[config.mk]
export PLATFORM = sky130hd
export DESIGN_NAME = snitch_icache_perf_cnt
export DESIGN_NICKNAME = d
export VERILOG_FILES = /design/src/rtl/snitch_icache_perf_cnt.sv
export SDC_FILE = /design/constraint.sdc
export NUM_CORES = 1
export LEC_CHECK = 0
export BUFFER_PORTS_ARGS = -buffer_cell sky130_fd_sc_hd__buf_2
export CAP_MARGIN = 20
export CORE_MARGIN = 1
export CORE_UTILIZATION = 50
export DETAILED_ROUTE_END_ITERATION = 10
export PLACE_DENSITY_LB_ADDON = 0.05
export SLEW_MARGIN = 20
export SYNTH_ARGS = -nofsm -noshare
export SYNTH_HDL_FRONTEND = slang
export SYNTH_SLANG_ARGS = --single-unit
[constraint.sdc]
create_clock -name clk_i -period 10.3 [get_ports clk_i]
set_input_delay 1.545 -clock clk_i [delete_from_list [all_inputs] [get_ports clk_i]]
set_output_delay 1.545 -clock clk_i [all_outputs]
set_load 0.02 [all_outputs]
[src/rtl/snitch_icache_perf_cnt.sv]
// Performance-counter bank for the instruction cache: one counter per L0 event per fetch port
// plus one per L1 event, read through a single-outstanding port with optional read-and-clear.
// Build option: define SNITCH_ICACHE_PERF_SAT_EN for saturating counters (default wraps).
module snitch_icache_perf_cnt #(
    parameter int unsigned  NR_FETCH_PORTS = 1,
    parameter int unsigned  CNT_WIDTH      = 32,
    localparam int unsigned NUM_CNT        = NR_FETCH_PORTS*5 + 4,
    localparam int unsigned AW             = $clog2(NUM_CNT)
) (
    input  logic                        clk_i,
    input  logic                        rst_i,
    input  logic                        enable_i,
    input  logic                        clear_i,
    input  logic [NR_FETCH_PORTS*5-1:0] l0_events_i,
    input  logic [3:0]                  l1_events_i,
    input  logic                        rd_req_i,
    input  logic [AW-1:0]               rd_addr_i,
    input  logic                        rd_clr_i,
    output logic                        rd_gnt_o,
    output logic                        rd_rvalid_o,
    output logic [CNT_WIDTH-1:0]        rd_rdata_o,
    output logic [NUM_CNT-1:0]          overflow_o
);

    localparam int unsigned          L1_BASE   = NR_FETCH_PORTS*5;
    localparam logic [AW:0]          NUM_CNT_W = (AW+1)'(NUM_CNT);
    localparam logic [CNT_WIDTH-1:0] CNT_MAX   = '1;

    // Read handshake: a request is granted in the same cycle unless clear_i is high;
    // each grant produces exactly one rd_rvalid_o pulse on the following cycle.

    logic [NUM_CNT-1:0]   evt;
    logic [NUM_CNT-1:0]   inc;
    logic [NUM_CNT-1:0]   rd_clr_sel;
    logic                 addr_ok;
    logic                 rd_acc;
    logic [CNT_WIDTH-1:0] rd_val;
    logic [CNT_WIDTH-1:0] cnt_q [NUM_CNT];
    logic [NUM_CNT-1:0]   ovf_q;
    logic                 rvalid_q;
    logic [CNT_WIDTH-1:0] rdata_q;

    // Event slices are MSB-first, so counter k of a port reads slice bit 4-k.
    always_comb begin : evt_map
        evt = '0;
        for (int p = 0; p < NR_FETCH_PORTS; p++) begin
            for (int k = 0; k < 5; k++) begin
                evt[5*p+k] = l0_events_i[5*p+4-k];
            end
        end
        for (int j = 0; j < 4; j++) begin
            evt[L1_BASE+j] = l1_events_i[3-j];
        end
    end

    assign inc      = evt & {NUM_CNT{enable_i & ~clear_i}};
    assign rd_gnt_o = rd_req_i & ~clear_i;
    assign addr_ok  = {1'b0, rd_addr_i} < NUM_CNT_W;
    assign rd_acc   = rd_gnt_o & addr_ok;

    always_comb begin : rd_select
        rd_val     = '0;
        rd_clr_sel = '0;
        for (int i = 0; i < NUM_CNT; i++) begin
            if (rd_acc && (rd_addr_i == AW'(i))) begin
                rd_val        = cnt_q[i];
                rd_clr_sel[i] = rd_clr_i;
            end
        end
    end

    always_ff @(posedge clk_i or posedge rst_i) begin : cnt_regs
        if (rst_i) begin
            for (int i = 0; i < NUM_CNT; i++) begin
                cnt_q[i] <= '0;
            end
            ovf_q <= '0;
        end else begin
            for (int i = 0; i < NUM_CNT; i++) begin
                if (clear_i) begin
                    cnt_q[i] <= '0;
                    ovf_q[i] <= 1'b0;
                end else if (rd_clr_sel[i]) begin
                    // The event coinciding with read-and-clear is kept, not lost.
                    cnt_q[i] <= CNT_WIDTH'(inc[i]);
                    ovf_q[i] <= 1'b0;
                end else if (inc[i]) begin
                    if (cnt_q[i] == CNT_MAX) begin
                        ovf_q[i] <= 1'b1;
`ifdef SNITCH_ICACHE_PERF_SAT_EN
                        cnt_q[i] <= CNT_MAX;
`else
                        cnt_q[i] <= '0;
`endif
                    end else begin
                        cnt_q[i] <= cnt_q[i] + CNT_WIDTH'(1);
                    end
                end
            end
        end
    end

    always_ff @(posedge clk_i or posedge rst_i) begin : rd_regs
        if (rst_i) begin
            rvalid_q <= 1'b0;
            rdata_q  <= '0;
        end else begin
            rvalid_q <= rd_gnt_o;
            if (rd_gnt_o) begin
                rdata_q <= rd_val;
            end
        end
    end

    assign rd_rvalid_o = rvalid_q;
    assign rd_rdata_o  = rdata_q;
    assign overflow_o  = ovf_q;

endmodule

==> metrics.md, run 1 <==
| Metric | Value |
|---|---|
| CTS root buf | clkbuf_16 |
| FF-to-FF path depth | 6 |
| Sequential area share after synthesis | about 44% |
| Iteration-0 DRC Markers | approximately 1800 |
| Detail Route Antenna Nets | 0 |
| Layout Cells excl Fill | 2620 |
| Layout Nets | 2151 |
| CORE AREA | roughly 37000 um^2 |
| Flops & latches, synth | between 300 and 400 |
| Clock transition at path regs | 0.06 ns |
| Synth area leaders | dfrtp_1 (44%), nor2_1 (5.9%), xor2_1 (5.3%), nand4_1 (4.9%), xnor2_1 (4.1%) |
| Period utilisation layout | a little under half |
| Synth warn | 0 |
| Static leakage | approximately 8 nW |
| Layout area overhead | 10.28% |
| Setup-failing EPs final | 0 |
| Slew Limit Fails | 0 |
| Final Power | ~2.9 mW |
| Clock Power Share | between 40 and 50% |
| Crit. Startpoint | clear_i |
| Status | finished clean |
| CP max FO | 39 |
| Worst Skew | roughly 0.018 ns |
| Final Util | between 50% and 60% |
| Vias | ~17000 |
| Fin Setup TNS | 0 ns |
| TritonCTS clock tree | done |
| Setup repair bufs after CTS | 0 |
| Post-synth ARST share | 100.0% |
| Netlist cell types | 78 |
| R2r endpoint | cnt_q[53] |
| Skew-Pair Late Insertion Delay | between 0.5 and 0.6 ns |
| Drt wl/cell | approximately 23 um |
| # port buffers | 61 |
| Vias in the first global route | between 15000 and 20000 |
| Hold_ws | roughly 0.51 ns |
| Relative slew margins | around 28% |
| Post-synthesis instance total | between 2000 and 2500 |
| CP Capture Type | output pin |
| Arrival time at the worst endpoint | 3.36 ns |
| Switching share of total power | around a quarter |
| Ys flop type | dfrtp_1 |
| R2R setup slack | between 7 and 8 ns |
| DPL Wire Length | 43100 um |
| Capture point of the critical path | rd_gnt_o |
| Clock sinks | between 300 and 400 |
| Max Cap Violations | 0 |
| Die height | between 150 and 200 um |
| GRT Overall Usage | a little under a third |
| Yosys top cell by area | dfrtp_1 |
| Top-count cell post-synth | dfrtp_1 |
| Slew @ Worst Pin | ~1.1 ns |
| Gr ovfl total | 0 |
| Hold-fix buffers, CTS | 0 |
| Largest net degree at the start of global routing | between 150 and 200 |
| Cts repair resizes | 0 |
| Max IR drop VDD | 96.94 uV |
| Internal power | ~2.2 mW |
| Logic gate share of total power | 6.7% |
| Die area | 38380 um^2 |
| Initial Utilization | 51.11% |
| Cell Area, Synth | 18800 um^2 |
| Area share of the largest cell type after synthesis | a little over two fifths |
| NetSw | 0.7417 mW |
| Placed cells | around 2500 |
| WL final | between 60000 and 70000 um |
| DRC viols | 0 |
| Antenna violations before repair | 0 |
| Proportion of layout cells with a drive suffix above 1 | under 10% |
| RSZ-0062 raised after global routing | no |
| Fin. Hold Viols | 0 |
| Fmax | 203.8 MHz |
| Sequential share of power | 45.8% |
| Boundary Pins | 62 |
| Gp weighted congestion | 0.9440 |
| Crit path kind | input port to output pin |
| DRT Pass-1 Iters | 8 |
| Num rows | 70 |
| Syn Nets | 2157 |
| Post-synth EDFFs | 0 |
| Tmin final | 4.908 ns |
| Hold crit path type | flip-flop to flip-flop |
| CTS Buf Count | 40 |
| Synth cell count leaders | dfrtp_1 (330), nor2_1 (298), nand2_1 (152) |
| Reg-to-reg startpoint | cnt_q[36] |
| Worst Setup Start Kind | input port |
| Vias per inst | between 6 and 7 |
| Data required time of the worst path | approximately 8.8 ns |
| H-tree levels | 2 |
| Fill cells | between 3000 and 4000 |
| Global-route wire length before repair | approximately 93000 um |
| Chip width | roughly 200 um |
| Clock Tree Buf Depth | 3 |
| PD cells | between 100 and 150 nW/um^2 |
| Mean Syn Cell Area | slightly below 9 um^2 |
how the worst min path moves through the flow:
stage / start / endpoint / slack [ns] / cells past startpoint
detailed placement: overflow_o[5] / overflow_o[5] / 0.48 / 1
global route: overflow_o[7] / overflow_o[7] / 0.52 / 1
floorplan: cnt_q[0] / cnt_q[0] / 0.47 / 1
finish: overflow_o[5] / overflow_o[5] / 0.51 / 1
global placement: overflow_o[5] / overflow_o[5] / 0.48 / 1
CTS: overflow_o[7] / overflow_o[7] / 0.50 / 1
flip-flops by register name, indices dropped and copies added, names as in the netlist:
name and flops:
cnt_q 288, rd_rdata_o 32, overflow_o 9, rd_rvalid_o 1
critical path, stage by stage:
cell      delay, ns
buf_2          0.53
nand2b_1       0.19
buf_4          0.29
inv_1          0.46
buf_2          0.32
metrics by stage:
step | instance area [um^2] | setup slack [ns]
after global routing | 20730 | 5.226
after CTS | 20700 | 5.381
after floorplan | 18800 | 4.348
after global placement | 19410 | 5.409
after detailed placement | 19440 | 5.413
final | 20730 | 5.393
layout make-up:
class	instances	area [um^2]	share of cell area, %
Antenna cell	1	2.502	0.01207
Clock buffer	56	1132	5.462
Clock inverter	14	131.4	0.6337
Inverter	33	127.6	0.6156
Multi-Input combinational cell	1632	9970	48.09
Sequential cell	330	8258	39.83
Tap cell	468	585.6	2.824
Timing Repair Buffer	86	525.5	2.535
routing by layer:
metal	vias up	part of all wire [%]	wire length, um	track usage, %
met5	-	0	0	0
li1	7793	-	-	-
met3	138	7.0	4231	4.659
met4	0	5.0	2999	15.63
met1	8293	43	25780	43.79
met2	688	45	27030	47.98
kinds of logic (layout without fill, tap and decap cells):
kind of cell / Yosys count / count (layout) / synth area share, %
xor gates and xnor gates: 202 / 202 / 9.410
adders and majority gates: 9 / 9 / 0.5990
and+or+nand+nor: 1034 / 1034 / 28.60
muxes: 7 / 7 / 0.5124
AOI/OAI and AO/OA: 380 / 380 / 13.48
DFF: 330 / 330 / 43.92
buffers and inverters: 167 / 189 / 3.474
other: 0 / 1 / 0
power by group through the flow:
stage	Sequential, mW	Combinational, mW	Clock (mW)
2_1_floorplan	1.37	0.106	0
3_5_place_dp	1.36	0.195	0
3_3_place_gp	1.36	0.193	0
4_1_cts	1.34	0.196	1.41
6_report	1.34	0.197	1.39
5_1_grt	1.34	0.215	1.46
placed cells by master (no fill, tap or decap), types with 32 or more instances in the layout:
cell,n
xor2_1,113
nor4_1,40
nand2_1,152
clkbuf_16,41
and3_1,41
buf_2,61
a21oi_1,124
nor3_1,46
inv_1,32
o21ai_0,73
nor2_1,297
or3_1,68
nand3_1,112
nand4_1,147
xnor2_1,89
dfrtp_1,330
No activity file was read; power rests on OpenSTA's default activity.
==> inputs of run 2 (changes only) <==
==> constraint.sdc (replaced) <==
create_clock -name clk_i -period 4.9 [get_ports clk_i]
set_input_delay 0.735 -clock clk_i [delete_from_list [all_inputs] [get_ports clk_i]]
set_output_delay 0.735 -clock clk_i [all_outputs]
set_load 0.02 [all_outputs]
==> metrics.md, run 2 (same netlist as run 1, synthesis figures left out) <==
| Metric | Value |
|---|---|
| Status | finished clean |
| Antenna violations before repair | 0 (unchanged) |
| Initial Utilization | 51.11% (unchanged) |
| WL met1 | 26330 um (+2.1%) |
| Clock Tree Buf Depth | 3 (unchanged) |
| Boundary Pins | 62 (unchanged) |
| WL met3 | 4461 um (+5.4%) |
| DRC viols | 0 (unchanged) |
| Gr ovfl total | 0 (unchanged) |
| Detail Route Antenna Nets | 0 (unchanged) |
| Fmax | slightly above 300 MHz |
| TritonCTS clock tree | done |
| Period utilisation layout | around 66% |
| Drt wl/cell | 22.72 um (-0.85%) |
| H-tree levels | 2 (unchanged) |
| Largest register by flop count | cnt_q |
| Cts repair resizes | 0 (unchanged) |
| R2r endpoint | cnt_q[60] |
| Layout area overhead | 10.91% |
| DRT Pass-1 Iters | 8 (unchanged) |
| WL final | 59850 um (-0.32%) |
| Most common cell after layout, fill and taps aside | dfrtp_1 |
| Clock Power Share | 48.2% (+0.7 points) |
| Chip width | 195.9 um (unchanged) |
| Slew Limit Fails | 0 (unchanged) |
| FF-to-FF path depth | 6 (unchanged) |
| Worst path max stage delay | 0.82 ns (+0.29 ns) |
| GRT Overall Usage | 31.38% (-0.073 points) |
| Worst Slack Setup Final | 1.650 ns (-3.743 ns) |
| CP Capture Type | flip-flop |
| # port buffers | 61 (unchanged) |
| Tmin final | ~3.3 ns |
| Largest net degree at the start of global routing | 122 (-24%) |
| Data required time of the worst path | 5.34 ns (-3.42 ns) |
| Internal power | 4.680 mW (+110%) |
| Reg-to-reg startpoint | cnt_q[32] |
| DPL Wire Length | 43220 um (+0.27%) |
| Fin. Hold Viols | 0 (unchanged) |
| NetSw | 1.549 mW (+110%) |
| Die area | 38380 um^2 (unchanged) |
| Max IR drop VDD | 234.6 uV (+140%) |
| Worst Setup Start Kind | flip-flop |
| Clock transition at path regs | 0.06 ns (about the same) |
| Setup repair bufs after CTS | 0 (unchanged) |
| Hold crit path type | input port to async pin |
| Gp weighted congestion | 0.9286 (-1.6%) |
| Proportion of layout cells with a drive suffix above 1 | 9.603% (+0.54 points) |
| Arrival time at the worst endpoint | 3.69 ns (+0.33 ns) |
| Sequential share of power | 45.0% (-0.8 points) |
| CTS root buf | clkbuf_16 |
| Layout Nets | 2164 (+0.60%) |
| Clock sinks | 330 (unchanged) |
| Critical Path Slowest Stage Cell | or4_1 |
| Worst Skew | 0.01588 ns (-0.002511 ns) |
| Skew-Pair Late Insertion Delay | 0.56 ns (about the same) |
| Final Power | 6.229 mW (+110%) |
| RSZ-0062 raised after global routing | no |
| Vias per inst | 6.402 (-0.82%) |
| Vias in the first global route | 15595 (-0.79%) |
| Top Metal Used | met4 |
| Final Util | 56.68% (+0.32 points) |
| Relative slew margins | 26.78% (-1.2 points) |
| Die height | 195.9 um (unchanged) |
| CP max FO | 21 (-46%) |
| Most frequent cells in the layout | dfrtp_1 (330), nor2_1 (297), nand2_1 (152), nand4_1 (147), a21oi_1 (124) |
| Design area | 20850 um^2 (+0.57%) |
| Placed inst area | 19530 um^2 (+0.48%) |
| PD cells | 298.7 nW/um^2 (+110%) |
| Global-route wire length before repair | 93080 um (+0.18%) |
| CORE AREA | 36790 um^2 (unchanged) |
| Hold-fix buffers, CTS | 0 (unchanged) |
| Crit path buf inv count | 1 (-3) |
| Met2 WL post-DR | 26740 um (-1.1%) |
| Logic gate share of total power | 6.8% (about the same) |
| Static leakage | 8.215 nW (+1.1%) |
| Max Cap Violations | 0 (unchanged) |
| Setup-failing EPs final | 0 (unchanged) |
| Switching share of total power | 24.87% (-0.50 points) |
| CP top delay family | simple AND/OR/NAND/NOR gates |
| R2R setup slack | 1.65 ns (-5.52 ns) |
| Slew @ Worst Pin | 1.098 ns (+0.01782 ns) |
| CTS Buf Count | 40 (unchanged) |
| Antenna cells | 0 (-1) |
| Number of flip-flops under the largest register name | 288 (unchanged) |
| Vias | 16863 (-0.29%) |
| Iteration-0 DRC Markers | 1778 (+1.3%) |
| Num rows | 70 (unchanged) |
| Crit path kind | flip-flop to flip-flop |
| Cell chain of the critical path | ha_1, nand4_1, or4_1, o21ai_2, buf_4, nor2_1 |
| DP Worst Slack | 1.420 ns (-3.993 ns) |
run 2: per-layer routing:
metal  GRT usage [%]  vias up
met3           5.226       98
met4           12.47        0
met1           44.74     8306
met5               0        -
li1                -     7841
met2           47.61      618
run 2: power groups by stage:
stage	logic [mW]	registers, mW	clock network [mW]
2_1_floorplan	0.222	2.89	0
3_3_place_gp	0.416	2.85	0
3_5_place_dp	0.423	2.85	0
4_1_cts	0.424	2.80	3.06
5_1_grt	0.462	2.81	3.16
6_report	0.424	2.80	3.00
run 2: cell type report:
cell class | instances | area, um^2
multi-input cells | 1632 | 9953
clock inverters | 9 | 97.59
fillers | 3319 | 15930
repair buffers | 99 | 610.6
clock buffers | 63 | 1219
well taps | 468 | 585.6
flip-flops and latches | 330 | 8258
inverters | 33 | 127.6
run 2: through the flow:
stage	TNS, ns	hold WS, ns	std cells
after detailed placement	0	0.4756	2562
after global routing	0	0.07208	2634
after floorplan	-79.75	0.4727	2129
final	0	0.08906	2634
after global placement	0	0.4643	2561
after CTS	0	0.07026	2634
run 2: worst max-delay path by stage:
stage | startpoint | to | cells past startpoint
2_1_floorplan | rst_i | cnt_q[0] | 1
3_3_place_gp | rd_addr_i[1] | cnt_q[25] | 8
3_5_place_dp | rd_addr_i[1] | cnt_q[25] | 8
4_1_cts | cnt_q[32] | cnt_q[60] | 6
5_1_grt | cnt_q[32] | cnt_q[60] | 6
6_report | cnt_q[32] | cnt_q[60] | 6
run 2: worst register-to-register path, stage by stage, from the launching register on:
cell	delay, ns
dfrtp_1	0.44
ha_1	0.30
nand4_1	0.63
or4_1	0.82
o21ai_2	0.45
buf_4	0.38
nor2_1	0.12
